File: config.mk
export PLATFORM = sky130hd
export DESIGN_NAME = simpleadder_driver
export DESIGN_NICKNAME = d
export VERILOG_FILES = /design/src/rtl/simpleadder_driver.sv
export SDC_FILE = /design/constraint.sdc
export NUM_CORES = 1
export LEC_CHECK = 0
export BUFFER_PORTS_ARGS = -buffer_cell sky130_fd_sc_hd__buf_4
export CELL_PAD_IN_SITES_DETAIL_PLACEMENT = 1
export CELL_PAD_IN_SITES_GLOBAL_PLACEMENT = 1
export CORE_MARGIN = 3
export CORE_UTILIZATION = 40
export CTS_BUF_LIST = sky130_fd_sc_hd__clkbuf_16
export DETAILED_ROUTE_END_ITERATION = 12
export GPL_TIMING_DRIVEN = 0
export MAX_ROUTING_LAYER = met4
export PLACE_DENSITY = 0.72
export SYNTH_ARGS = -nofsm -noshare
export SYNTH_HDL_FRONTEND = slang
export SYNTH_SLANG_ARGS = --single-unit
File: constraint.sdc
create_clock -name clk -period 1.83 [get_ports clk]
set_input_delay 0.366 -clock clk [delete_from_list [all_inputs] [get_ports clk]]
set_output_delay 0.366 -clock clk [all_outputs]
set_load 0.1 [all_outputs]
File: src/rtl/simpleadder_driver.sv
// rtl/simpleadder_driver.sv - valid/ready initiator that serializes operands to and deserializes sums from the 2-bit serial adder
module simpleadder_driver #(
    parameter int TIMEOUT = 8
) (
    input  logic       clk,
    input  logic       rst_n,
    input  logic       req_valid,
    output logic       req_ready,
    input  logic [1:0] req_a,
    input  logic [1:0] req_b,
    output logic       rsp_valid,
    input  logic       rsp_ready,
    output logic [2:0] rsp_sum,
    output logic       rsp_err,
    output logic       en_i,
    output logic       ina,
    output logic       inb,
    input  logic       en_o,
    input  logic       out
);

    localparam int TW = $clog2(TIMEOUT + 1);

    typedef enum logic [2:0] {
        IDLE,
        SEND_MSB,
        SEND_LSB,
        WAIT_EN,
        RX1,
        RX0,
        RESP
    } state_t;

    state_t        state_q, state_d;
    logic [1:0]    a_q, a_d;
    logic [1:0]    b_q, b_d;
    logic [2:0]    sum_q, sum_d;
    logic          err_q, err_d;
    logic [TW-1:0] tmo_q, tmo_d;
    logic          live_q;
    logic          rsp_valid_q, rsp_valid_d;
    logic          en_i_q, en_i_d;
    logic          ina_q, ina_d;
    logic          inb_q, inb_d;

    // live_q keeps req_ready low until the first clock edge after reset release.
    assign req_ready = live_q && (state_q == IDLE);
    assign rsp_valid = rsp_valid_q;
    assign rsp_sum   = sum_q;
    assign rsp_err   = err_q;
    assign en_i      = en_i_q;
    assign ina       = ina_q;
    assign inb       = inb_q;

    always_comb begin
        state_d = state_q;
        a_d     = a_q;
        b_d     = b_q;
        sum_d   = sum_q;
        err_d   = err_q;
        tmo_d   = tmo_q;
        case (state_q)
            IDLE: begin
                if (req_valid && req_ready) begin
                    a_d     = req_a;
                    b_d     = req_b;
                    sum_d   = 3'b000;
                    err_d   = 1'b0;
                    tmo_d   = '0;
                    state_d = SEND_MSB;
                end
            end
            SEND_MSB: state_d = SEND_LSB;
            SEND_LSB: state_d = WAIT_EN;
            WAIT_EN: begin
                if (en_o) begin
                    sum_d[2] = out;
                    state_d  = RX1;
                end else if (tmo_q == TW'(TIMEOUT - 1)) begin
                    err_d   = 1'b1;
                    sum_d   = 3'b000;
                    state_d = RESP;
                end else begin
                    tmo_d = tmo_q + 1'b1;
                end
            end
            RX1: begin
                sum_d[1] = out;
                state_d  = RX0;
            end
            RX0: begin
                sum_d[0] = out;
                state_d  = RESP;
            end
            RESP: begin
                if (rsp_ready) begin
                    state_d = IDLE;
                end
            end
            default: state_d = IDLE;
        endcase

        // Pin outputs are decoded from the next state so they are registered yet aligned with it.
        en_i_d      = (state_d == SEND_MSB);
        ina_d       = 1'b0;
        inb_d       = 1'b0;
        if (state_d == SEND_MSB) begin
            ina_d = a_d[1];
            inb_d = b_d[1];
        end else if (state_d == SEND_LSB) begin
            ina_d = a_d[0];
            inb_d = b_d[0];
        end
        rsp_valid_d = (state_d == RESP);
    end

    always_ff @(posedge clk or negedge rst_n) begin
        if (!rst_n) begin
            state_q     <= IDLE;
            a_q         <= 2'b00;
            b_q         <= 2'b00;
            sum_q       <= 3'b000;
            err_q       <= 1'b0;
            tmo_q       <= '0;
            live_q      <= 1'b0;
            rsp_valid_q <= 1'b0;
            en_i_q      <= 1'b0;
            ina_q       <= 1'b0;
            inb_q       <= 1'b0;
        end else begin
            state_q     <= state_d;
            a_q         <= a_d;
            b_q         <= b_d;
            sum_q       <= sum_d;
            err_q       <= err_d;
            tmo_q       <= tmo_d;
            live_q      <= 1'b1;
            rsp_valid_q <= rsp_valid_d;
            en_i_q      <= en_i_d;
            ina_q       <= ina_d;
            inb_q       <= inb_d;
        end
    end

endmodule

Yosys cells after proc, flatten, opt, wreduce, memory -nomap -nowiden --
Cells that the tools add are included.
Storage, ports and cells: memories kept 0, RAM bits 0, flip-flop bits (word level) 20, latch bits 0, word-level logic and storage cells 68, bits of input ports 10, bits in read-only memories 0, output and inout bits 9
Operators by class: div/mod/pow operators 0, multipliers 0, equal/unequal tests 15, shift operators 0, add/sub/neg operators 1, muxes and demuxes 28, reduce and logical (&&, ||, !) cells 11, $lt $le $gt $ge 0, bitwise gates (word level) 0
Operators by type and width (number):
- $pmux 3 s7 | 1
- $mux 3 | 6
- $reduce_and 4->1 | 4
- $eq 3x3->1 const B | 4
- $mux 4 | 3
- $mux 2 | 5
- $eq 3x2->1 const B | 3
- $mux 1 | 8
- $pmux 4 s2 | 1
- $eq 3x1->1 const B | 2
- $ne 2x2->1 const B | 3
- $pmux 1 s3 | 2
- $reduce_bool 3->1 | 2
- $add 4x1->4 const B | 1
- $eq 4x3->1 const B | 1
- $pmux 1 s2 | 2
- $logic_not 3->1 | 1
- $ne 3x3->1 const B | 1
- $reduce_and 3->1 | 1
- $logic_and 1x1->1 | 2
- $ne 2x1->1 const B | 1
- $reduce_bool 2->1 | 1

Longest topological paths before layout --
Gate-level depths: netlist (run 1).
depth after elaboration 8, gate-level depth with buffers 5, mapped depth without buffers 4

Worst setup path after synthesis (run 1) --
OpenSTA, ideal clock, no wires.
path type register -> register, start point register state_q[2], end point register a_q[0], path buffers 1, period minus slack after synthesis 2.404 ns, arrival time 2.279 ns, required time 1.705 ns, path slack -0.574 ns, library setup time 0.125 ns, cell stages (with the launch flop) 5, path through dfrtp_1 nor4b_4 and2_4 buf_12 mux2_4
Between the ends: cells in the longest elaborated chain, start to end 5
RTL lines:
- start: declaration | RTL line 34 | state_t state_q, state_d;
- start signal: assignment | RTL line 131 | state_q <= state_d;
- $logic_not 3->1 | RTL line 47 | assign req_ready = live_q && (state_q == IDLE);
- $logic_and 1x1->1 | RTL line 47
- net req_ready | RTL line 8 | output logic req_ready,
- $logic_and 1x1->1 | RTL line 64 | if (req_valid && req_ready) begin
- $mux 2 | RTL line 64
- $mux 2 | RTL line 62 | case (state_q)
- net a_d[0] | RTL line 35 | logic [1:0] a_q, a_d;
- end signal: assignment | RTL line 120 | a_q <= 2'b00;
- end signal: assignment | RTL line 132 | a_q <= a_d;
- end: declaration | RTL line 35
The timed path passes the listed nets, and every way through them passes these cells. A chain may end at the register's enable or synchronous reset.

Worst setup path after layout (run 1) --
start point register state_q[1], end point output req_ready
Between the ends: cells in the longest elaborated chain, start to end 2
RTL lines (RTL line):
- $logic_not 3->1 | 47
- $logic_and 1x1->1 | 47
- end: declaration | 8
No other way between the ends.

==> summary.txt, run 1 <==
Status
  – Status: complete, no violations

Placed design
  – Routability cong.: between 0.8 and 0.9
  – Post-place setup slack: 0.232 ns
  – DP HPWL: about 1.6 mm
  – Number of port buffers: 18
  – DP Area: 1080 sq um

Power and ir drop
  – P_leak: 0.000566 uW
  – Worst-case vdd ir drop: 1050 uV
  – Pwr dens: 2000 nW/um^2
  – Clk pwr share: 18.5%
  – Logic pwr share: a little over 50%
  – P_int: around 1200 uW
  – Part of the power in registers: a little under a third
  – Sw Share: roughly 48%
  – Sw Pwr: 1120 uW

Die
  – Die Footprint: around 2900 sq um
  – I/O pin count: 19
  – Chip width: 53.7 microns
  – Core area: 2060 sq um
  – Row count: 16
  – Initial core utilization: 44.2%
  – DIE HEIGHT: 53.7 microns

STA
  – Number of setup violations in the final report: 0
  – Setup TNS: 0 ns
  – Worst setup slack after layout: approximately 0.12 ns
  – Crit path time final: 1.71 ns
  – RSZ-0062 raised after global routing: false
  – Fmax achieved: 0.585 GHz
  – Hold Vio Cnt, Final: 0
  – Setup Skew: 0.00324 ns
  – Pins Over Slew Limit: 0
  – Fin crit share: slightly above 90%

Yosys
  – Netlist cell types: 35
  – Sequential cell area fraction in the yosys report: 49.5%
  – Yosys reg bits: 18
  – Mapped Avg Cell Area: 11.2 sq um
  – Post-Synthesis Cells: 81
  – Post-synth EDFFs: 0
  – Synth Cell Area: 911 sq um
  – Share of synthesized flip-flops with an asynchronous set or reset: 100%
  – Syn. warnings: 0
  – Main synth FF type: dfrtp_1
  – Syn nets: 92

Route
  – Post-DR vias/cell: 5.63
  – Antenna Violating Nets Remaining: 0
  – DR vias: about 740
  – Detailed Route WL: 2.30 mm
  – Drt wl/cell: 17.6 microns
  – Iter 0 DRT Violations: 14
  – Drt pass-1 iters: 4
  – DRC violations left: 0

Clocking
  – CTS Root Cell: clkbuf_16
  – Clock transition at path regs: 0.05 ns
  – TritonCTS clock tree: built
  – Num CTS Buffers: 3
  – Post-CTS Setup Inserts: 0
  – Later-pin clock latency in the skew report: 0.25 ns
  – CTS H-tree lvls: 1
  – CTS Buffer Depth: 2
  – Clock sinks: 18

Critical path
  – Worst EP required: approximately 1.5 ns
  – CP max-delay cell: dfrtp_1
  – CP Capture Type: output pin
  – Worst path cell trace: nor4b_4 > buf_6
  – CP max stage delay: approximately 0.44 ns
  – Delay-heaviest family, CP: flip-flops
  – Critical path type: flip-flop to output pin
  – Critical Path AT: 1.34 ns
  – Crit-path max FO: 5
  – Crit path launch type: flip-flop
  – Buffer and inverter count on the worst path: 1

Finish
  – Util after Layout: between 50 and 60%
  – Final #Nets: 116
  – Antenna cell count: 0
  – P&R area growth vs syn: 28.7%
  – # fillers: between 200 and 250
  – Post-route cell area: 1170 sq um
  – Share of post-route cells with drive strength above 1: 28.8%

Min path
  – Worst hold path type: input pin to flip-flop

Global routing
  – Number of global-route vias before repair: about 790
  – Global route overflow: 0
  – Initial antenna violation count: 0
  – First-pass GRT wire length: 3.86 mm
  – GRT Resource Usage Total: 19.6%
  – Largest net degree at the start of global routing: 19

Job
  – Max-cap violations: 0
## timing repair
action / in CTS / in global routing
endpoints found under the setup margin: 0 / 1
endpoints found under the hold margin: 18 / 0
resized for setup: 0 / 1
hold buffers: 1 / 0
## cells in the final DEF (no fill, tap or decap), types with 2 or more instances in the layout
cell type   n
nand2_1     3
o221ai_1    2
nor2b_1     2
and3_1      4
a32o_1      2
mux2_4      2
nand3b_1    2
a211o_1     2
nor3_1      2
o211ai_1    2
buf_4      18
dfrtp_1    18
nand3_1     4
a21oi_1     6
clkbuf_16   3
and3b_1     2
o21ai_0     4
buf_2       2
nor2_1      4
## sequential cells by signal, indices dropped and copies added, names as in the netlist
| signal | flops |
|---|---|
| rsp_sum | 3 |
| a_q | 1 |
| rsp_valid | 1 |
| en_i | 1 |
| tmo_q | 4 |
| inb | 1 |
| rsp_err | 1 |
| ina | 1 |
| b_q | 1 |
| live_q | 1 |
| state_q | 3 |
## cells in the mapped netlist (2+ instances only)
| library cell | number | area [sq um] |
|---|---|---|
| nand3b_1 | 2 | 15.0 |
| and3_1 | 4 | 25.0 |
| o211ai_1 | 2 | 15.0 |
| nor2b_1 | 2 | 12.5 |
| nor2_1 | 4 | 15.0 |
| nand3_1 | 4 | 20.0 |
| and3b_1 | 2 | 17.5 |
| a21oi_1 | 6 | 30.0 |
| dfrtp_1 | 18 | 450 |
| mux2_4 | 2 | 30.0 |
| o221ai_1 | 2 | 17.5 |
| o21ai_0 | 4 | 20.0 |
| nand2_1 | 3 | 11.3 |
| buf_2 | 2 | 10.0 |
| nor3_1 | 2 | 10.0 |
| a211o_1 | 2 | 17.5 |
| a32o_1 | 2 | 20.0 |
## routing by layer
layer  GRT usage (%)  share of wire (%)  up-vias
met3            3.05                3.3        6
met1            24.4                 45      362
met4            11.1                2.5        0
met2            30.0                 49       15
met5               -                  0        -
li1                -                  -      354
## final cells by class
type	count	area (sq um)	area share, %
Sequential cell	18	450	38.4
Multi-Input combinational cell	57	415	35.4
Timing Repair Buffer	19	149	12.7
Clock buffer	3	75.1	6.40
Buffer	5	41.3	3.52
Tap cell	27	33.8	2.88
Clock inverter	1	3.75	0.320
Inverter	1	3.75	0.320
## cell families after synthesis
| family | share of synthesized area [%] |
|---|---|
| AND/OR/NAND/NOR | 21.4 |
| buffers and inverters | 4.94 |
| other | 0.412 |
| AO/OA/AOI/OAI | 16.9 |
| multiplexers | 4.53 |
| XOR/XNOR | 0.962 |
| adder cells (fa/ha/maj) | 1.37 |
| flip-flops | 49.5 |
## per-stage QoR
stage | power, uW | hold slack, ns | std cells
final | 2340 | 0.338 | 131
after global routing | 2490 | 0.346 | 131
after CTS | 2360 | 0.333 | 131
after detailed placement | 1900 | 0.252 | 126
after global placement | 1850 | 0.246 | 126
after floorplan | 1610 | 0.0704 | 81
## power groups by stage
stage | registers, uW | clock network (uW) | logic (uW)
after floorplan | 1100 | 0 | 512
after global placement | 692 | 0 | 1160
after detailed placement | 710 | 0 | 1190
after CTS | 706 | 449 | 1200
after global routing | 725 | 471 | 1290
final | 709 | 433 | 1200
## path summary, 6_finish.rpt
path	start	end	slack, ns	depth (start not counted)
setup / recovery	state_q[1]$_DFF_PN0_	req_ready	0.12	2
hold / removal	req_a[1]	ina$_DFF_PN0_	0.34	2
setup reg to reg	tmo_q[1]$_DFFE_PN0P_	state_q[0]$_DFF_PN0_	0.21	5
hold reg to reg	rsp_err$_DFFE_PN0P_	rsp_err$_DFFE_PN0P_	0.51	2
max in group asynchronous	rst_n	a_q[0]$_DFF_PN0_	1.11	2
min in group asynchronous	rst_n	tmo_q[0]$_DFFE_PN0P_	0.52	2
(Power assumes the default switching activity.)
==> run 2: changes to the inputs <==
REMOVE_ABC_BUFFERS = 1   (was default)
==> summary.txt, run 2 (synthesis results as in run 1) <==
Die
  – Chip width: 53.7 microns (unchanged)
  – DIE HEIGHT: 53.7 microns (unchanged)
  – Initial core utilization: 44.2% (unchanged)
  – Die Footprint: 2890 sq um (unchanged)
  – I/O pin count: 19 (unchanged)
  – Core area: 2060 sq um (unchanged)
  – Row count: 16 (unchanged)

Min path
  – Worst hold path type: input pin to flip-flop (unchanged)

Clocking
  – CTS H-tree lvls: 1 (unchanged)
  – Later-pin clock latency in the skew report: 0.24 ns (was 0.25 ns)
  – Clock transition at path regs: 0.05 ns (about the same)
  – TritonCTS clock tree: built (unchanged)
  – Clock sinks: 18 (unchanged)
  – CTS Root Cell: clkbuf_16 (unchanged)
  – Num CTS Buffers: 3 (unchanged)
  – CTS Buffer Depth: 2 (unchanged)

Finish
  – Share of post-route cells with drive strength above 1: 30.3% (was 28.8%)
  – Most common cell after layout, fill and taps aside: buf_4
  – Fin cells: 126 (was 131)
  – Most flops, register: tmo_q (unchanged)
  – Antenna cell count: 0 (unchanged)
  – Max reg flops: 4 (unchanged)
  – P&R area growth vs syn: 25.0% (was 28.7%)
  – Final #Nets: 112 (was 116)
  – Most frequent cells in the layout: buf_4, dfrtp_1, a21oi_1 (unchanged)

Route
  – Iter 0 DRT Violations: 9 (was 14)
  – Drt wl/cell: 16.8 microns (was 17.6 microns)
  – Post-DR vias/cell: 5.60 (was 5.63)
  – DRC violations left: 0 (unchanged)
  – Detailed Route WL: 2.11 mm (was 2.30 mm)
  – DR vias: 706 (was 737)
  – Antenna Violating Nets Remaining: 0 (unchanged)
  – Drt pass-1 iters: 3 (was 4)

Status
  – Status: complete, no violations (unchanged)

Critical path
  – Worst path cell trace: nor4b_4 > buf_6 (unchanged)
  – Worst EP required: 1.46 ns (about the same)
  – Worst r2r path cells: 4 (was 5)
  – Crit path launch type: flip-flop (unchanged)
  – Critical Path AT: 1.38 ns (was 1.34 ns)
  – CP max-delay cell: dfrtp_2 (was dfrtp_1)
  – FF-to-FF setup slack: 0.16 ns (was 0.21 ns)
  – Critical path type: flip-flop to output pin (unchanged)
  – CP startpoint: state_q[0]$_DFF_PN0_ (was state_q[1]$_DFF_PN0_)
  – Critical register-to-register path endpoint: a_q[0]$_DFF_PN0_ (was state_q[0]$_DFF_PN0_)
  – Worst Setup EP: req_ready (unchanged)
  – CP Capture Type: output pin (unchanged)
  – Crit-path max FO: 14 (was 5)
  – CP max stage delay: 0.50 ns (was 0.44 ns)
  – Reg2Reg Launch Point: state_q[0]$_DFF_PN0_ (was tmo_q[1]$_DFFE_PN0P_)

STA
  – Hold Vio Cnt, Final: 0 (unchanged)
  – Worst setup slack after layout: 0.0850 ns (was 0.119 ns)
  – Setup Skew: 0.00299 ns (was 0.00324 ns)
  – RSZ-0062 raised after global routing: false (unchanged)
  – Number of setup violations in the final report: 0 (unchanged)
  – Pins Over Slew Limit: 0 (unchanged)
  – Crit path time final: 1.74 ns (was 1.71 ns)
  – Fmax achieved: 0.573 GHz (was 0.585 GHz)
  – Fin crit share: 95.4% (was 93.5%)
  – Hold Worst Slack: 0.341 ns (was 0.338 ns)

Placed design
  – Number of port buffers: 18 (unchanged)
  – Cell Count Post-Placement: 121 (was 126)
  – DP HPWL: 1.51 mm (was 1.64 mm)
  – Post-place setup slack: 0.186 ns (was 0.232 ns)
  – Routability cong.: 0.780 (was 0.815)

Power and ir drop
  – Worst-case vdd ir drop: 1240 uV (was 1050 uV)
  – P_leak: 0.000545 uW (was 0.000566 uW)
  – Pwr dens: 2010 nW/um^2 (was 2000 nW/um^2)

Global routing
  – Number of global-route vias before repair: 693 (was 791)
  – Largest net degree at the start of global routing: 19 (unchanged)
  – Global route overflow: 0 (unchanged)
  – First-pass GRT wire length: 3.40 mm (was 3.86 mm)
  – GRT Resource Usage Total: 17.3% (was 19.6%)
  – Initial antenna violation count: 0 (unchanged)

Job
  – Max-cap violations: 0 (unchanged)
-- run 2: cell types whose count changed in the layout (fill, tap and decap cells not counted), sizes merged --
| cell | previous run | this run |
|---|---|---|
| clkinv | 1 | 0 |
| clkbuf | 4 | 3 |
| buf | 22 | 19 |
-- run 2: routing by layer --
| layer | GRT usage [%] | vias up | routed length, microns |
|---|---|---|---|
| li1 | - | 342 | - |
| met4 | 2.55 | 0 | 9 |
| met1 | 21.6 | 351 | 978 |
| met5 | - | - | 0 |
| met3 | 5.82 | 2 | 80 |
| met2 | 27.8 | 11 | 1050 |
-- run 2: critical path, delay by kind of cell (launching register included) --
family	cells	cell delay, ns
buf+inv	1	0.27
flops	1	0.50
simple gates	1	0.36
-- run 2: through the flow --
stage	TNS [ns]	cell area (sq um)	utilization [%]	power [uW]
after floorplan	-5.73	870	-	1570
after global placement	0	1040	50.4	1810
after detailed placement	0	1040	50.4	1840
after CTS	0	1130	54.8	2290
after global routing	0	1140	55.2	2420
final	0	1140	55.2	2280
-- run 2: layout make-up --
class,instances,area [sq um]
clock buffers,3,75.1
fillers,226,923
inverters,1,3.75
multi-input cells,57,415
flip-flops and latches,18,454
well taps,27,33.8
repair buffers,20,156
-- run 2: worst min path at each step --
stage	from	endpoint	slack, ns	cells past startpoint
2_1_floorplan	rst_n	a_q[0]$_DFF_PN0_	0.07	0
6_report	req_b[1]	inb$_DFF_PN0_	0.34	2
4_1_cts	req_b[1]	inb$_DFF_PN0_	0.34	2
3_5_place_dp	rst_n	tmo_q[1]$_DFFE_PN0P_	0.25	1
5_1_grt	req_a[1]	ina$_DFF_PN0_	0.35	2
3_3_place_gp	rst_n	tmo_q[1]$_DFFE_PN0P_	0.25	1
-- run 2: timing repair --
item | CTS | global route
setup buffers | 0 | 1
gates resized for setup | 3 | 1
hold buffers | 1 | 0
hold endpoints to repair | 18 | 0
endpoints found under the setup margin | 1 | 1
pin swaps | 0 | 1
-- run 2: report_power, final --
group / leakage [uW] / switching (uW) / internal [uW]
registers: 0.000226 / 217 / 561
logic: 0.000282 / 735 / 347
clock network: 0.0000370 / 136 / 287
